===== config.mk =====
export PLATFORM = sky130hd
export DESIGN_NAME = uart_tx_arbiter
export DESIGN_NICKNAME = d
export VERILOG_FILES = /design/src/rtl/uart_tx_arbiter.sv
export SDC_FILE = /design/constraint.sdc
export NUM_CORES = 1
export LEC_CHECK = 0
export ABC_AREA = 1
export BUFFER_PORTS_ARGS = -buffer_cell sky130_fd_sc_hd__buf_2
export CORE_ASPECT_RATIO = 0.75
export CORE_UTILIZATION = 53
export CTS_CLUSTER_DIAMETER = 100
export DETAILED_ROUTE_END_ITERATION = 7
export PLACE_DENSITY = 0.8
export SLEW_MARGIN = 20
export SYNTH_ARGS = -nofsm -noshare
export SYNTH_HDL_FRONTEND = slang
export SYNTH_SLANG_ARGS = --single-unit

===== constraint.sdc =====
create_clock -name clk -period 2.05 [get_ports clk]
set_input_delay 0.615 -clock clk [delete_from_list [all_inputs] [get_ports clk]]
set_output_delay 0.615 -clock clk [all_outputs]
set_load 0.05 [all_outputs]

===== src/rtl/uart_tx_arbiter.sv =====
// uart_tx_arbiter
// ---------------------------------------------------------------------------
// Round-robin scheduler that lets NUM_REQ byte producers share one UART
// transmitter. One byte is taken per grant. tx_start stays high until the
// transmitter reports busy. The next grant waits until that frame has
// finished.
//
// Handshake semantics (client side and transmitter side):
//   * A client raises req[i] and holds req[i] and its byte in
//     req_data[i*DATA_W +: DATA_W] stable until it sees ack[i]. ack[i] is a
//     one-cycle pulse meaning "byte captured"; the client may then drop or
//     re-raise req[i] freely.
//   * Toward the transmitter, tx_start is a level held with tx_data stable
//     until tx_busy is observed high. After that the arbiter waits for
//     tx_busy to fall before it returns to IDLE.
//
// Ports:
//   clk, rst     system clock; synchronous active-high reset
//   req          per-requester request levels
//   req_data     packed request bytes, requester i at [i*DATA_W +: DATA_W]
//   ack          one-hot acceptance pulse
//   tx_start     start level to the transmitter
//   tx_data      byte presented to the transmitter
//   tx_busy      transmitter is shifting a frame
//   grant_id     index of the current or last granted requester
//   active       high whenever the FSM is not in IDLE
//   timeout_err  sticky: a start was never acknowledged by busy
//   clr_err      clears timeout_err (a new timeout wins)
//   dbg_state    current FSM state encoding (0 IDLE, 1 START, 2 WAIT_DONE)
//
// All outputs are registered, so there is no combinational path from req or
// tx_busy to any output.
// ---------------------------------------------------------------------------
module uart_tx_arbiter #(
    parameter int NUM_REQ     = 4,
    parameter int DATA_W      = 8,
    parameter int TIMEOUT_CYC = 65535,
    localparam int GW         = (NUM_REQ > 1) ? $clog2(NUM_REQ) : 1,
    localparam int CW         = $clog2(TIMEOUT_CYC + 1)
) (
    input  logic                        clk,
    input  logic                        rst,
    input  logic [NUM_REQ-1:0]          req,
    input  logic [NUM_REQ*DATA_W-1:0]   req_data,
    output logic [NUM_REQ-1:0]          ack,
    output logic                        tx_start,
    output logic [DATA_W-1:0]           tx_data,
    input  logic                        tx_busy,
    output logic [GW-1:0]               grant_id,
    output logic                        active,
    output logic                        timeout_err,
    input  logic                        clr_err,
    output logic [1:0]                  dbg_state
);

    typedef enum logic [1:0] {
        IDLE      = 2'd0,
        START     = 2'd1,
        WAIT_DONE = 2'd2
    } state_t;

    state_t              state, state_nxt;
    logic [CW-1:0]       cnt, cnt_nxt;
    logic [NUM_REQ-1:0]  ack_nxt;
    logic                tx_start_nxt;
    logic [DATA_W-1:0]   tx_data_nxt;
    logic [GW-1:0]       grant_id_nxt;
    logic                timeout_err_nxt;
    logic [GW-1:0]       win_idx;

    // Search starts just past the last grant and wraps, so the last winner
    // has the lowest priority. The sum needs one extra bit before the wrap.
    function automatic logic [GW-1:0] rr_pick(input logic [NUM_REQ-1:0] r,
                                              input logic [GW-1:0]      last);
        logic [GW-1:0] pick;
        logic          found;
        logic [GW:0]   sum;
        pick  = last;
        found = 1'b0;
        for (int k = 1; k <= NUM_REQ; k++) begin
            sum = {1'b0, last} + (GW+1)'(k);
            if (sum >= (GW+1)'(NUM_REQ)) begin
                sum = sum - (GW+1)'(NUM_REQ);
            end
            if (!found && r[sum[GW-1:0]]) begin
                pick  = sum[GW-1:0];
                found = 1'b1;
            end
        end
        return pick;
    endfunction

    assign win_idx = rr_pick(req, grant_id);

    always_comb begin
        state_nxt       = state;
        cnt_nxt         = cnt;
        ack_nxt         = '0;
        tx_start_nxt    = tx_start;
        tx_data_nxt     = tx_data;
        grant_id_nxt    = grant_id;
        // A timeout set below overrides this clear.
        timeout_err_nxt = clr_err ? 1'b0 : timeout_err;

        case (state)
            IDLE: begin
                // A busy transmitter in IDLE is a foreign or stale frame.
                // Do not grant until it ends.
                if (|req && !tx_busy) begin
                    tx_data_nxt      = req_data[win_idx*DATA_W +: DATA_W];
                    grant_id_nxt     = win_idx;
                    ack_nxt[win_idx] = 1'b1;
                    tx_start_nxt     = 1'b1;
                    cnt_nxt          = '0;
                    state_nxt        = START;
                end
            end
            START: begin
                if (tx_busy) begin
                    tx_start_nxt = 1'b0;
                    state_nxt    = WAIT_DONE;
                end else if (cnt == CW'(TIMEOUT_CYC - 1)) begin
                    // The byte was already acked, so it is lost here.
                    timeout_err_nxt = 1'b1;
                    tx_start_nxt    = 1'b0;
                    state_nxt       = IDLE;
                end else begin
                    cnt_nxt = cnt + 1'b1;
                end
            end
            WAIT_DONE: begin
                if (!tx_busy) begin
                    state_nxt = IDLE;
                end
            end
            default: begin
                tx_start_nxt = 1'b0;
                state_nxt    = IDLE;
            end
        endcase
    end

    always_ff @(posedge clk) begin
        if (rst) begin
            state       <= IDLE;
            cnt         <= '0;
            ack         <= '0;
            tx_start    <= 1'b0;
            tx_data     <= '0;
            grant_id    <= GW'(NUM_REQ - 1);
            active      <= 1'b0;
            timeout_err <= 1'b0;
        end else begin
            state       <= state_nxt;
            cnt         <= cnt_nxt;
            ack         <= ack_nxt;
            tx_start    <= tx_start_nxt;
            tx_data     <= tx_data_nxt;
            grant_id    <= grant_id_nxt;
            active      <= (state_nxt != IDLE);
            timeout_err <= timeout_err_nxt;
        end
    end

    assign dbg_state = state;

endmodule


# Word-level counts from Yosys, hierarchy flattened
# Index checks and enable logic that the tools add are counted.
[totals] wordCells=93 output_inout_bits=19 regBits=35
[classes] reduce_logical=17 bitwise_logic=3 eq_ne=7 n_lt_le_gt_ge=10 shift=1 n_mux=38 add_sub_neg=9
[ops] op="$mux 16" count=3
[ops] op="$pmux 16 s2" count=1
[ops] op="$shiftx 32x6->8" count=1
[ops] op="$mux 2" count=12
[ops] op="$add 16x1->16 const B" count=1
[ops] op="$eq 16x16->1 const B" count=1
[ops] op="$lt 2x3->1 const B" count=5
[ops] op="$mux 1" count=15
[ops] op="$ge 3x3->1 const B" count=4
[ops] op="$bmux 1 s2" count=4
[ops] op="$sub 2x1->2 const B" count=4
[ops] op="$add 2x2->3 const B" count=2
[ops] op="$ne 2x2->1 const B" count=3
[ops] op="$pmux 2 s3" count=1
[ops] op="$logic_and 1x1->1" count=5
[ops] op="$logic_not 1->1" count=4
[ops] op="$reduce_and 4->1" count=1
[ops] op="$reduce_bool 2->1" count=2
[ops] op="$reduce_or 4->1" count=1
[ops] op="$add 2x1->3 const B" count=1
[ops] op="$add 2x3->3 const B" count=1
[ops] op="$ne 3x3->1 const B" count=1
[ops] op="$not 1->1" count=3
[ops] op="$pmux 1 s3" count=1
[ops] op="8 further kinds" count=8

# Longest topological paths before layout
[depth] depth_word=19 mapped_depth=15 ltp_nobuf=13

# Worst setup path after synthesis
# OpenSTA, ideal clock, no wires.
[synth_path] path_kind="flip-flop to flip-flop" start="register grant_id[0]" end="register tx_data[0]" path_stages_with_launch=16 path_slack_ns=0.112 arrival_ns=1.818 n_path_buf=2 required_time_ns=1.930 synth_period_minus_slack_ns=1.938 cell_sequence="dfxtp_1 buf_6 inv_8 nand2_1 nand2_2 nand2_1 nand2_2 inv_4 nand2_2 nand2_4 nand2_8 buf_12 nand2_2 nand2_1 nand3_1 nand3_1"
[synth_between] elab_chain_len=16
[synth_lines] element="start, declared" line_no="49" source="output logic [GW-1:0] grant_id,"
[synth_lines] element="start signal, assigned" line_no="150" source="grant_id <= GW'(NUM_REQ - 1);"
[synth_lines] element="start signal, assigned" line_no="159" source="grant_id <= grant_id_nxt;"
[synth_lines] element="$add 2x1->3" line_no="81" source="sum = {1'b0, last} + (GW+1)'(k);"
[synth_lines] element="$ge 3x3->1 / $sub 2x1->2 (equally long branches)" line_no="82, 83"
[synth_lines] element="$mux 2" line_no="82" source="if (sum >= (GW+1)'(NUM_REQ)) begin"
[synth_lines] element="$bmux 1 s2" line_no="85" source="if (!found && r[sum[GW-1:0]]) begin"
[synth_lines] element="$mux 1 (implied by the code)" line_no="85"
[synth_lines] element="$mux 1" line_no="85"
[synth_lines] element="$logic_not 1->1" line_no="85"
[synth_lines] element="$logic_and 1x1->1" line_no="85"
[synth_lines] element="$mux 1" line_no="85"
[synth_lines] element="$logic_not 1->1" line_no="85"
[synth_lines] element="$logic_and 1x1->1" line_no="85"
[synth_lines] element="$mux 1" line_no="85"
[synth_lines] element="$logic_not 1->1" line_no="85"
[synth_lines] element="$logic_and 1x1->1" line_no="85"
[synth_lines] element="$mux 2 (*)" line_no="85"
[synth_lines] element="$shiftx 32x6->8 (*)" line_no="110" source="tx_data_nxt = req_data[win_idx*DATA_W +: DATA_W];"
[synth_lines] element="end signal, assigned" line_no="158" source="tx_data <= tx_data_nxt;"
[synth_lines] element="end, declared" line_no="47" source="output logic [DATA_W-1:0] tx_data,"
# Every way passes the cells marked *; elsewhere a longest branch is shown, timed or not. The select of a mux whose other input is x is not followed.
# A chain may end at the register's enable or synchronous reset.

# Worst setup path in the final report
[layout_path] start="register grant_id[0]" end="output grant_id[0]"
# No word-level cell between the ends.

==> flow_metrics.py <==
metrics = {
    "worst_setup_path": {
        "cp.required_ns": 1.43,
        "regToRegSetupSlack_ns": 0.20,
        "rr_startpoint": "cnt[0]",
        "crit_chain": "buf_4 -> buf_2",
        "critical_path_class": "reg2out",
        "cp_max_fo": 9,
        "reg2reg_to": "cnt[15]",
        "cp.arrival_ns": 1.34,
        "max_stage_delay_ns": 0.59,
        "rr_worst_depth": 10,
        "crit_path_end_kind": "primary output",
        "crit_start": "grant_id[0]",
        "worstSetupStartpointType": "flop",
        "cp_slowest_cell": "dfxtp_1",
    },
    "die": {
        "initial_core_util_pct": 58.09,
        "row_count": 19,
        "core_area_um2": 3827,
        "die_h_um": 58.09,
        "die_area_um2": 4461,
        "die-width_um": 76.79,
        "io_pins": 59,
    },
    "global_routing": {
        "gr-total-overflow": 0,
        "grt.total_usage_pct": 24.10,
        "grt_antenna_before_repair": 0,
        "grt_pass1_vias": 2028,
        "grt_max_degree": 20,
        "grt_pass1_wl_um": 8652,
    },
    "sta": {
        "finalCriticalPeriod_ns": 1.960,
        "fmax_mhz": 510.2,
        "rsz0062_at_grt": "no",
        "slew_violations": 0,
        "tightest_slew_ns": 0.4467,
        "finClkSkew_ns": 0.006209,
        "setup_viol": 0,
        "hold_viol": 0,
        "tns_ns": 0,
        "post-route-period-util_pct": 95.61,
        "relSlewSlack_pct": 69.99,
    },
    "power": {
        "power_density_nw_per_um2": 1033,
        "leakage_nw": 1.217,
        "ir_worst_vdd_uv": 821.6,
    },
    "clocking": {
        "clock_latency_ns": 0.28,
        "cts.clk_slew.worst_paths_ns": 0.07,
        "clockRootBuffer": "clkbuf_8",
        "numCtsBuffers": 5,
        "cts_resized": 0,
        "cts_buffer_depth": 2,
        "cts_tree": "done",
        "clock-sinks": 35,
        "cts_hold_buffers": 0,
        "h-tree-depth": 2,
        "post_cts_buffers": 0,
    },
    "yosys": {
        "synth.distinct_cells": 32,
        "synth_nets": 383,
        "ys_seq_area_share_pct": 31.51,
        "synth-compound-area-share_pct": 7.372,
        "ys_ff_latch": 35,
        "muxShareOfSynthArea_pct": 0,
        "synth_top_family_by_area": "simple AND/OR/NAND/NOR gates",
        "syn_inst": 341,
        "synth_fa_ha_area_share_pct": 1.125,
        "yosys.area_share.xor_xnor_pct": 2.757,
        "syn_area_per_cell_um2": 6.520,
        "ys_warn_count": 0,
        "synthSimpleGateAreaFrac_pct": 47.66,
        "synth_area_um2": 2223,
    },
    "finish": {
        "drive_above_1_share_pct": 25.87,
        "fin_util_pct": 68.81,
        "diodes": 0,
        "syn2layout_area_growth_pct": 18.46,
        "num-nets-final": 443,
        "nFillCells": 349,
    },
    "drt": {
        "drt_first_pass_iters": 5,
        "drt_iter0_drc": 176,
        "vias": 2342,
        "viasPerCell": 5.159,
        "drc": 0,
        "drt-total-wl_um": 5263,
        "wl_per_cell_um": 11.59,
        "ant_nets": 0,
    },
    "job": {
        "drv_cap": 0,
    },
    "worst_hold_path": {
        "worstHoldStart": "timeout_err",
        "min_path_cells": 2,
        "min_to": "timeout_err",
        "hold_path_class": "reg2reg",
    },
    "outcome": {
        "status": "complete, no violations",
    },
    "placement": {
        "dp_hpwl_um": 3936,
        "place.gp.congestion": 0.8675,
        "io_buffers": 58,
    },
}
==> cell type report <==
| type | instances | area (um2) | area share [%] |
|---|---|---|---|
| Clock buffer | 8 | 100.1 | 3.800 |
| Timing Repair Buffer | 65 | 342.8 | 13.02 |
| Sequential cell | 35 | 700.7 | 26.60 |
| Tap cell | 52 | 65.06 | 2.470 |
| Multi-Input combinational cell | 266 | 1310 | 49.74 |
| Inverter | 28 | 115.1 | 4.371 |
==> layer usage <==
layer	routed length (um)	GRT usage, %	up-vias
met4	7	4.945	0
met1	2545	32.56	1042
met2	2382	40.05	70
met3	327	5.039	2
li1	-	-	1228
met5	0	0	-
==> worst max-delay path: cells and delay by family (launching register included) <==
family / cells / cell delay, ns
buffers and inverters: 2 / 0.47
DFF: 1 / 0.59
==> cells in the mapped netlist (all sizes together) <==
library cell / number / area [um2]
a31o: 1 / 8.760
inv: 28 / 115.1
clkbuf: 3 / 11.26
ha: 2 / 25.02
and2: 1 / 6.260
nand3: 50 / 262.8
nor3: 7 / 45.04
a22oi: 2 / 15.01
dfxtp: 35 / 700.7
nand2: 123 / 528.0
xor2: 6 / 52.55
xnor2: 1 / 8.760
buf: 9 / 86.33
nand4: 9 / 56.30
nor2: 36 / 161.4
a21oi: 21 / 105.1
o21ai: 7 / 35.03
==> cells by family (layout without fill, tap and decap cells) <==
kind of cell,Yosys count,count (layout)
buffers and inverters,40,101
adders and majority gates,2,2
xor gates and xnor gates,7,7
and+or+nand+nor,226,226
AOI/OAI and AO/OA,31,31
DFF,35,35
==> layout by cell type, fill, tap and decap left out, types with 6 or more instances in the layout <==
cell,instances
inv_1,22
xor2_1,6
nand2_2,17
dfxtp_1,35
nand4_1,9
nand3_1,49
nor2_1,33
nand2_1,104
clkbuf_8,7
o21ai_0,6
buf_4,7
a21oi_1,21
buf_2,58
==> per-stage QoR <==
stage | worst slack, ns | power, mW | hold slack, ns | instances | instance area (um2)
floorplan | 0.1124 | 1.970 | 0.4479 | 341 | 2223
global placement | 0.1491 | 2.166 | 0.4507 | 446 | 2534
detailed placement | 0.1025 | 2.180 | 0.4507 | 446 | 2534
CTS | 0.08056 | 2.732 | 0.4711 | 454 | 2634
global route | 0.02492 | 2.890 | 0.4903 | 454 | 2634
finish | 0.09004 | 2.720 | 0.4695 | 454 | 2634
==> power by group <==
part / internal, mW / total [mW] / leakage [nW] / switching [mW]
logic: 0.396 / 1.35 / 0.881 / 0.949
registers: 0.766 / 0.830 / 0.285 / 0.0635
clock network: 0.307 / 0.545 / 0.0515 / 0.238
==> state kept, by name, indices dropped and copies added, names as in the netlist <==
signal,cells
grant_id,2
tx_start,1
tx_data,8
active,1
timeout_err,1
ack,4
dbg_state,2
cnt,16
==> worst max-delay path by stage <==
stage	to	slack, ns
2_1_floorplan	tx_data[0]	0.11
3_3_place_gp	cnt[2]	0.15
3_5_place_dp	cnt[2]	0.10
4_1_cts	grant_id[0]	0.08
5_1_grt	tx_data[3]	0.02
6_report	grant_id[0]	0.09
No activity file was read; power rests on OpenSTA's default activity.
